$ cat config.mk
export PLATFORM = sky130hd
export DESIGN_NAME = seg_mux_driver_flat
export DESIGN_NICKNAME = d
export VERILOG_FILES = /design/src/rtl/seg_mux_driver_if.sv /design/src/rtl/seg_mux_driver.sv /design/src/flat_wrapper.sv
export SDC_FILE = /design/constraint.sdc
export NUM_CORES = 1
export LEC_CHECK = 0
export ABC_AREA = 1
export CORE_ASPECT_RATIO = 2
export CORE_MARGIN = 2
export CORE_UTILIZATION = 30
export CTS_BUF_LIST = sky130_fd_sc_hd__clkbuf_8
export CTS_CLUSTER_SIZE = 20
export DETAILED_ROUTE_END_ITERATION = 12
export GPL_ROUTABILITY_DRIVEN = 0
export PLACE_DENSITY = 0.45
export SYNTH_ARGS = -nofsm -noshare
export SYNTH_HDL_FRONTEND = slang
export SYNTH_SLANG_ARGS = --single-unit
$ cat constraint.sdc
create_clock -name clk -period 4.6 [get_ports clk]
set_clock_uncertainty 0.05 [all_clocks]
set_input_delay 0.46 -clock clk [delete_from_list [all_inputs] [get_ports clk]]
set_output_delay 0.46 -clock clk [all_outputs]
set_load 0.1 [all_outputs]
$ cat src/rtl/seg_mux_driver_if.sv
// seg_mux_driver_if: display-value staging inputs and multiplexed display outputs
interface seg_mux_driver_if;
  logic [1:0] muxcount;
  logic [15:0] value_in;
  logic [3:0] dp_in;
  logic load;
  logic [3:0] blink_en;
  logic pending;
  logic [3:0] an;
  logic [6:0] seg;
  logic dp;
  modport master(output muxcount, value_in, dp_in, load, blink_en, input pending, an, seg, dp);
  modport slave(input muxcount, value_in, dp_in, load, blink_en, output pending, an, seg, dp);
endinterface

$ cat src/rtl/seg_mux_driver.sv
// seg_mux_driver: double-buffered 4-digit multiplexed seven-segment driver
module seg_mux_driver #(
  parameter int BLINK_BITS = 6,
  parameter bit LZ_BLANK = 1'b1,
  parameter bit ACTIVE_LOW = 1'b1
) (
  input logic clk,
  input logic res,
  seg_mux_driver_if.slave bus
);
  // hex glyphs {g..a}, digit n at bits [7n +: 7]
  localparam logic [111:0] HEX = {7'h71, 7'h79, 7'h5E, 7'h39, 7'h7C, 7'h77, 7'h6F, 7'h7F,
                                  7'h07, 7'h7D, 7'h6D, 7'h66, 7'h4F, 7'h5B, 7'h06, 7'h3F};
  localparam logic [3:0] AN_OFF = {4{ACTIVE_LOW}};
  localparam logic [6:0] SEG_OFF = {7{ACTIVE_LOW}};
  logic [15:0] disp_val_q, disp_val_d, stage_val_q, stage_val_d, upper;
  logic [3:0] disp_dp_q, disp_dp_d, stage_dp_q, stage_dp_d, nib;
  logic pending_q, pending_d, frame_end, lz, blank;
  logic [BLINK_BITS-1:0] frame_q, frame_d;
  logic [1:0] k;
  logic [3:0] an_q, an_d;
  logic [6:0] seg_q, seg_d;
  logic dp_q, dp_d;
  always_comb begin
    k = bus.muxcount;
    frame_end = k == 2'd3;
    stage_val_d = bus.load ? bus.value_in : stage_val_q;
    stage_dp_d = bus.load ? bus.dp_in : stage_dp_q;
    pending_d = bus.load | (pending_q & ~frame_end);
    disp_val_d = (frame_end & pending_q) ? stage_val_q : disp_val_q;
    disp_dp_d = (frame_end & pending_q) ? stage_dp_q : disp_dp_q;
    frame_d = frame_q + BLINK_BITS'(frame_end);
    // the digit is leading-zero blank when it and every higher nibble are zero
    upper = disp_val_q >> {k, 2'b00};
    lz = LZ_BLANK && k != 2'd0 && upper == 16'd0;
    blank = lz | (bus.blink_en[k] & frame_q[BLINK_BITS-1]);
    nib = disp_val_q[{k, 2'b00} +: 4];
    an_d = blank ? AN_OFF : (4'b0001 << k) ^ AN_OFF;
    seg_d = blank ? SEG_OFF : HEX[nib * 7 +: 7] ^ SEG_OFF;
    dp_d = blank ? ACTIVE_LOW : disp_dp_q[k] ^ ACTIVE_LOW;
  end
  always_ff @(posedge clk or posedge res) begin
    if (res) begin
      disp_val_q <= '0;
      disp_dp_q <= '0;
      stage_val_q <= '0;
      stage_dp_q <= '0;
      pending_q <= 1'b0;
      frame_q <= '0;
      an_q <= AN_OFF;
      seg_q <= SEG_OFF;
      dp_q <= ACTIVE_LOW;
    end else begin
      disp_val_q <= disp_val_d;
      disp_dp_q <= disp_dp_d;
      stage_val_q <= stage_val_d;
      stage_dp_q <= stage_dp_d;
      pending_q <= pending_d;
      frame_q <= frame_d;
      an_q <= an_d;
      seg_q <= seg_d;
      dp_q <= dp_d;
    end
  end
  assign bus.pending = pending_q;
  assign bus.an = an_q;
  assign bus.seg = seg_q;
  assign bus.dp = dp_q;
endmodule

$ cat src/flat_wrapper.sv
// flat-port wrapper written by rule: the top's interface ports become plain ports
module seg_mux_driver_flat 
#(
  parameter int BLINK_BITS = 6,
  parameter bit LZ_BLANK = 1'b1,
  parameter bit ACTIVE_LOW = 1'b1
)
  (clk, res, bus_muxcount, bus_value_in, bus_dp_in, bus_load, bus_blink_en, bus_pending, bus_an, bus_seg, bus_dp);
  seg_mux_driver_if bus_i ();
  input logic clk;
  input logic res;
  input wire logic [$bits(bus_i.muxcount)-1:0] bus_muxcount;
  input wire logic [$bits(bus_i.value_in)-1:0] bus_value_in;
  input wire logic [$bits(bus_i.dp_in)-1:0] bus_dp_in;
  input wire logic [$bits(bus_i.load)-1:0] bus_load;
  input wire logic [$bits(bus_i.blink_en)-1:0] bus_blink_en;
  output wire logic [$bits(bus_i.pending)-1:0] bus_pending;
  output wire logic [$bits(bus_i.an)-1:0] bus_an;
  output wire logic [$bits(bus_i.seg)-1:0] bus_seg;
  output wire logic [$bits(bus_i.dp)-1:0] bus_dp;
  assign bus_i.muxcount = bus_muxcount;
  assign bus_i.value_in = bus_value_in;
  assign bus_i.dp_in = bus_dp_in;
  assign bus_i.load = bus_load;
  assign bus_i.blink_en = bus_blink_en;
  assign bus_pending = bus_i.pending;
  assign bus_an = bus_i.an;
  assign bus_seg = bus_i.seg;
  assign bus_dp = bus_i.dp;
  seg_mux_driver #(.BLINK_BITS(BLINK_BITS), .LZ_BLANK(LZ_BLANK), .ACTIVE_LOW(ACTIVE_LOW)) u_core (.clk(clk), .res(res), .bus(bus_i));
endmodule
==> impl_metrics.yaml <==
clock_network:
  clkLatencyLatePin_ps: 340
  cts.repair_timing.setup_buffer_count: 0
  root_buffer: "sky130_fd_sc_hd__clkbuf_8"
  resized_after_cts: 0
  htree_levels: 3
  tritoncts.num_buffers: 9
  clk_pin_slew_ps: 60
  hold_buffers: 0
  clock_tree.buffer_depth: 2
  tritoncts: "done"
  clkSinkCount: 59
synth:
  synthesis.instances: 331
  synth.area.mux_share_pct: 0
  synth_cell_types: 24
  avgSynthCellArea_um2: 8.35
  yosys.area_share.simple_pct: 23.2
  synth.yosys.warnings: 0
  share_of_the_synthesized_area_in_compound_gates_ao_oa_aoi_oai_pct: 9.14
  synth_area_um2: 2770
  synth_top_family_by_area: "simple AND/OR/NAND/NOR gates"
  postSynthRegisterBits: 59
  net_count_of_the_mapped_netlist: 368
  ys_seq_area_share_pct: 53.9
  post_synth_fa_ha_maj_area_fraction_pct: 3.62
  synth_xor_xnor_area_share_pct: 1.27
worst_setup_path:
  worst_setup_path_end_kind: "flop"
  cpMaxStageDelayCell: "sky130_fd_sc_hd__clkdlybuf4s50_1"
  worst-endpoint-required_ps: 4800
  ordered_list_of_cells_on_the_worst_path: "clkdlybuf4s50_1 > inv_4 > nand2_1 > nand3_1 > nand2_1 > inv_1 > ha_1 > nand3_1 > nor2_1 > nand3_1 > nor2_1 > nor2_2 > nand2_1"
  timing.critical_path.slowest_cell_delay_ps: 880
  start_kind: "input port"
  worst_ep_arrival_time_ps: 2920
  critical_path_peak_fanout: 17
  criticalPathCategory: "input port to flop"
  r2r.worst_path.cells: 12
timing:
  period_share_pct: 58.9
  totalNegativeSetupSlack_ps: 0
  report.final.setup_viol: 0
  final.min_clock_period_ps: 2710
  worstMarginPinSlew_ps: 1110
  max_slew_margin_pct: 25.5
  maxClockFrequency_mhz: 369
  rsz_0062_raised_after_global_routing: "no"
  timing_hold_violations_final: 0
  finalMaxSlewViolations: 0
  hold-worst-slack_ps: 427
pwr:
  total_power_mw: 1.69
  irDropWorstVdd_v: 0.000176
  p_leak_nw: 1.68
  pwr_per_cell_area_nw_per_um2: 495
die:
  die_width_um: 71.9
  dieHeight_um: 140
  floorplan.io_pins: 42
  placement_rows: 49
  die-area_um2: 10000
  core_um2: 8950
  floorplan.initialDensity_pct: 30.9
layout:
  finish.instance_area_um2: 3410
  num-nets-final: 409
  commonest_non_fill_non_tap_cells_in_the_layout: "sky130_fd_sc_hd__nand2_1 (116), sky130_fd_sc_hd__dfrtp_1 (47), sky130_fd_sc_hd__o21ai_0 (41), sky130_fd_sc_hd__clkdlybuf4s50_1 (41), sky130_fd_sc_hd__inv_1 (39)"
  drive_gt1_share_pct: 10.9
  syn2layout_area_growth_pct: 23.2
  layout.cells.most_common: "sky130_fd_sc_hd__nand2_1"
  n_antenna_cell: 0
global_routing:
  number_of_antenna_violations_at_the_first_check_in_global_routing: 0
  global_route.overflow_total: 0
  grt_util_all_layers_pct: 13.1
  grt_pass1_vias: 2173
  grt_first_pass_wirelength_mm: 9.94
  grt_max_degree: 42
route:
  wl_per_cell_um: 11.8
  drc: 0
  wirelength_mm: 5.67
  viasPerCell: 4.39
  dr_total_vias: 2105
  detail-route-antenna-nets: 0
  detailedRoute.firstIterationViolations: 66
  first_pass_iters: 4
run:
  timing.max_cap.violations: 0
hold_path:
  hold_path_class: "flop to flop"
  timing.hold.worst_path_depth: 1
placed_design:
  place.detailed.hpwl_mm: 4.41
  placedInstanceArea_um2: 3240
  numPortBuffers: 41
run_status:
  run_status: "complete, no violations"
cell families after synthesis:
family                     count (synthesis)
xor gates and xnor gates                   4
DFF                                       59
adders and majority gates                  8
buffers and inverters                     56
AOI/OAI and AO/OA                         49
and+or+nand+nor                          155
layer usage:
| metal | share of wire (%) | vias to the layer above | global-route usage, % | wire length [um] |
|---|---|---|---|---|
| met5 | 0 | - | 0 | 0 |
| met4 | 2.8 | 0 | 6.85 | 159 |
| met3 | 3.4 | 11 | 3.84 | 192 |
| met2 | 57 | 36 | 24.1 | 3210 |
| met1 | 37 | 953 | 12.5 | 2110 |
| li1 | - | 1105 | - | - |
worst paths after layout:
check,from,to,slack (ps)
hold reg to reg,u_core.frame_q[5],u_core.frame_q[5],430
setup reg to reg,u_core.disp_val_q[12],u_core.bus.an[2],2620
setup / recovery,bus_muxcount[0],u_core.bus.an[2],1890
min in group asynchronous,res,u_core.stage_val_q[10],490
hold / removal,u_core.frame_q[5],u_core.frame_q[5],430
max in group asynchronous,res,u_core.disp_val_q[13],3210
Yosys cell counts:
library cell,count,area (um^2)
sky130_fd_sc_hd__dfstp_2,12,315
sky130_fd_sc_hd__nor2_1,11,41.3
sky130_fd_sc_hd__nand2_4,1,11.3
sky130_fd_sc_hd__o21ai_1,5,25.0
sky130_fd_sc_hd__nand3_2,1,10.0
sky130_fd_sc_hd__o21a_1,1,7.51
sky130_fd_sc_hd__clkbuf_1,8,30.0
sky130_fd_sc_hd__and2_1,1,6.26
sky130_fd_sc_hd__nor2_2,2,12.5
sky130_fd_sc_hd__a22oi_1,1,7.51
sky130_fd_sc_hd__nor3_1,1,5.00
sky130_fd_sc_hd__inv_2,3,11.3
sky130_fd_sc_hd__o21ai_0,41,205
sky130_fd_sc_hd__inv_1,39,146
sky130_fd_sc_hd__dfrtp_1,47,1180
sky130_fd_sc_hd__xor2_1,4,35.0
sky130_fd_sc_hd__nand2_2,3,18.8
sky130_fd_sc_hd__ha_1,8,100
sky130_fd_sc_hd__a21o_1,1,7.51
sky130_fd_sc_hd__nand3_1,17,85.1
sky130_fd_sc_hd__nand2_1,116,435
sky130_fd_sc_hd__inv_4,2,12.5
sky130_fd_sc_hd__buf_6,4,45.0
sky130_fd_sc_hd__nand3b_1,2,15.0
layout make-up:
| class | instances | area, um^2 |
|---|---|---|
| Tap cell | 102 | 128 |
| Clock inverter | 6 | 32.5 |
| Sequential cell | 59 | 1490 |
| Multi-Input combinational cell | 216 | 1030 |
| Timing Repair Buffer | 42 | 418 |
| Inverter | 44 | 170 |
| Fill cell | 966 | 5550 |
| Clock buffer | 10 | 138 |
critical path, delay by kind of cell:
| kind | cells | cell delay [ps] |
|---|---|---|
| buf+inv | 3 | 1130 |
| fa+ha+maj | 1 | 230 |
| simple gates | 9 | 1070 |
per-stage QoR:
step / setup WS [ps] / std cells / utilization [%]
floorplan: 2650 / 331 / -
global placement: 1570 / 463 / 36.1
detailed placement: 1490 / 463 / 36.1
CTS: 1870 / 479 / 38.0
global route: 1480 / 479 / 38.0
finish: 1890 / 479 / 38.0
sequential cells by signal (all words and copies together), names as in the netlist:
register and count:
u_core.bus.seg 7, u_core.bus.pending 1, u_core.frame_q 6, u_core.bus.dp 1
u_core.bus.an 4, u_core.disp_dp_q 4, u_core.disp_val_q 16, u_core.stage_val_q 16
u_core.stage_dp_q 4
power breakdown:
group	internal, mW	switching, mW
Clock	0.205	0.199
Combinational	0.161	0.427
Sequential	0.647	0.0489
Total	1.01	0.675
(Power assumes the default switching activity.)
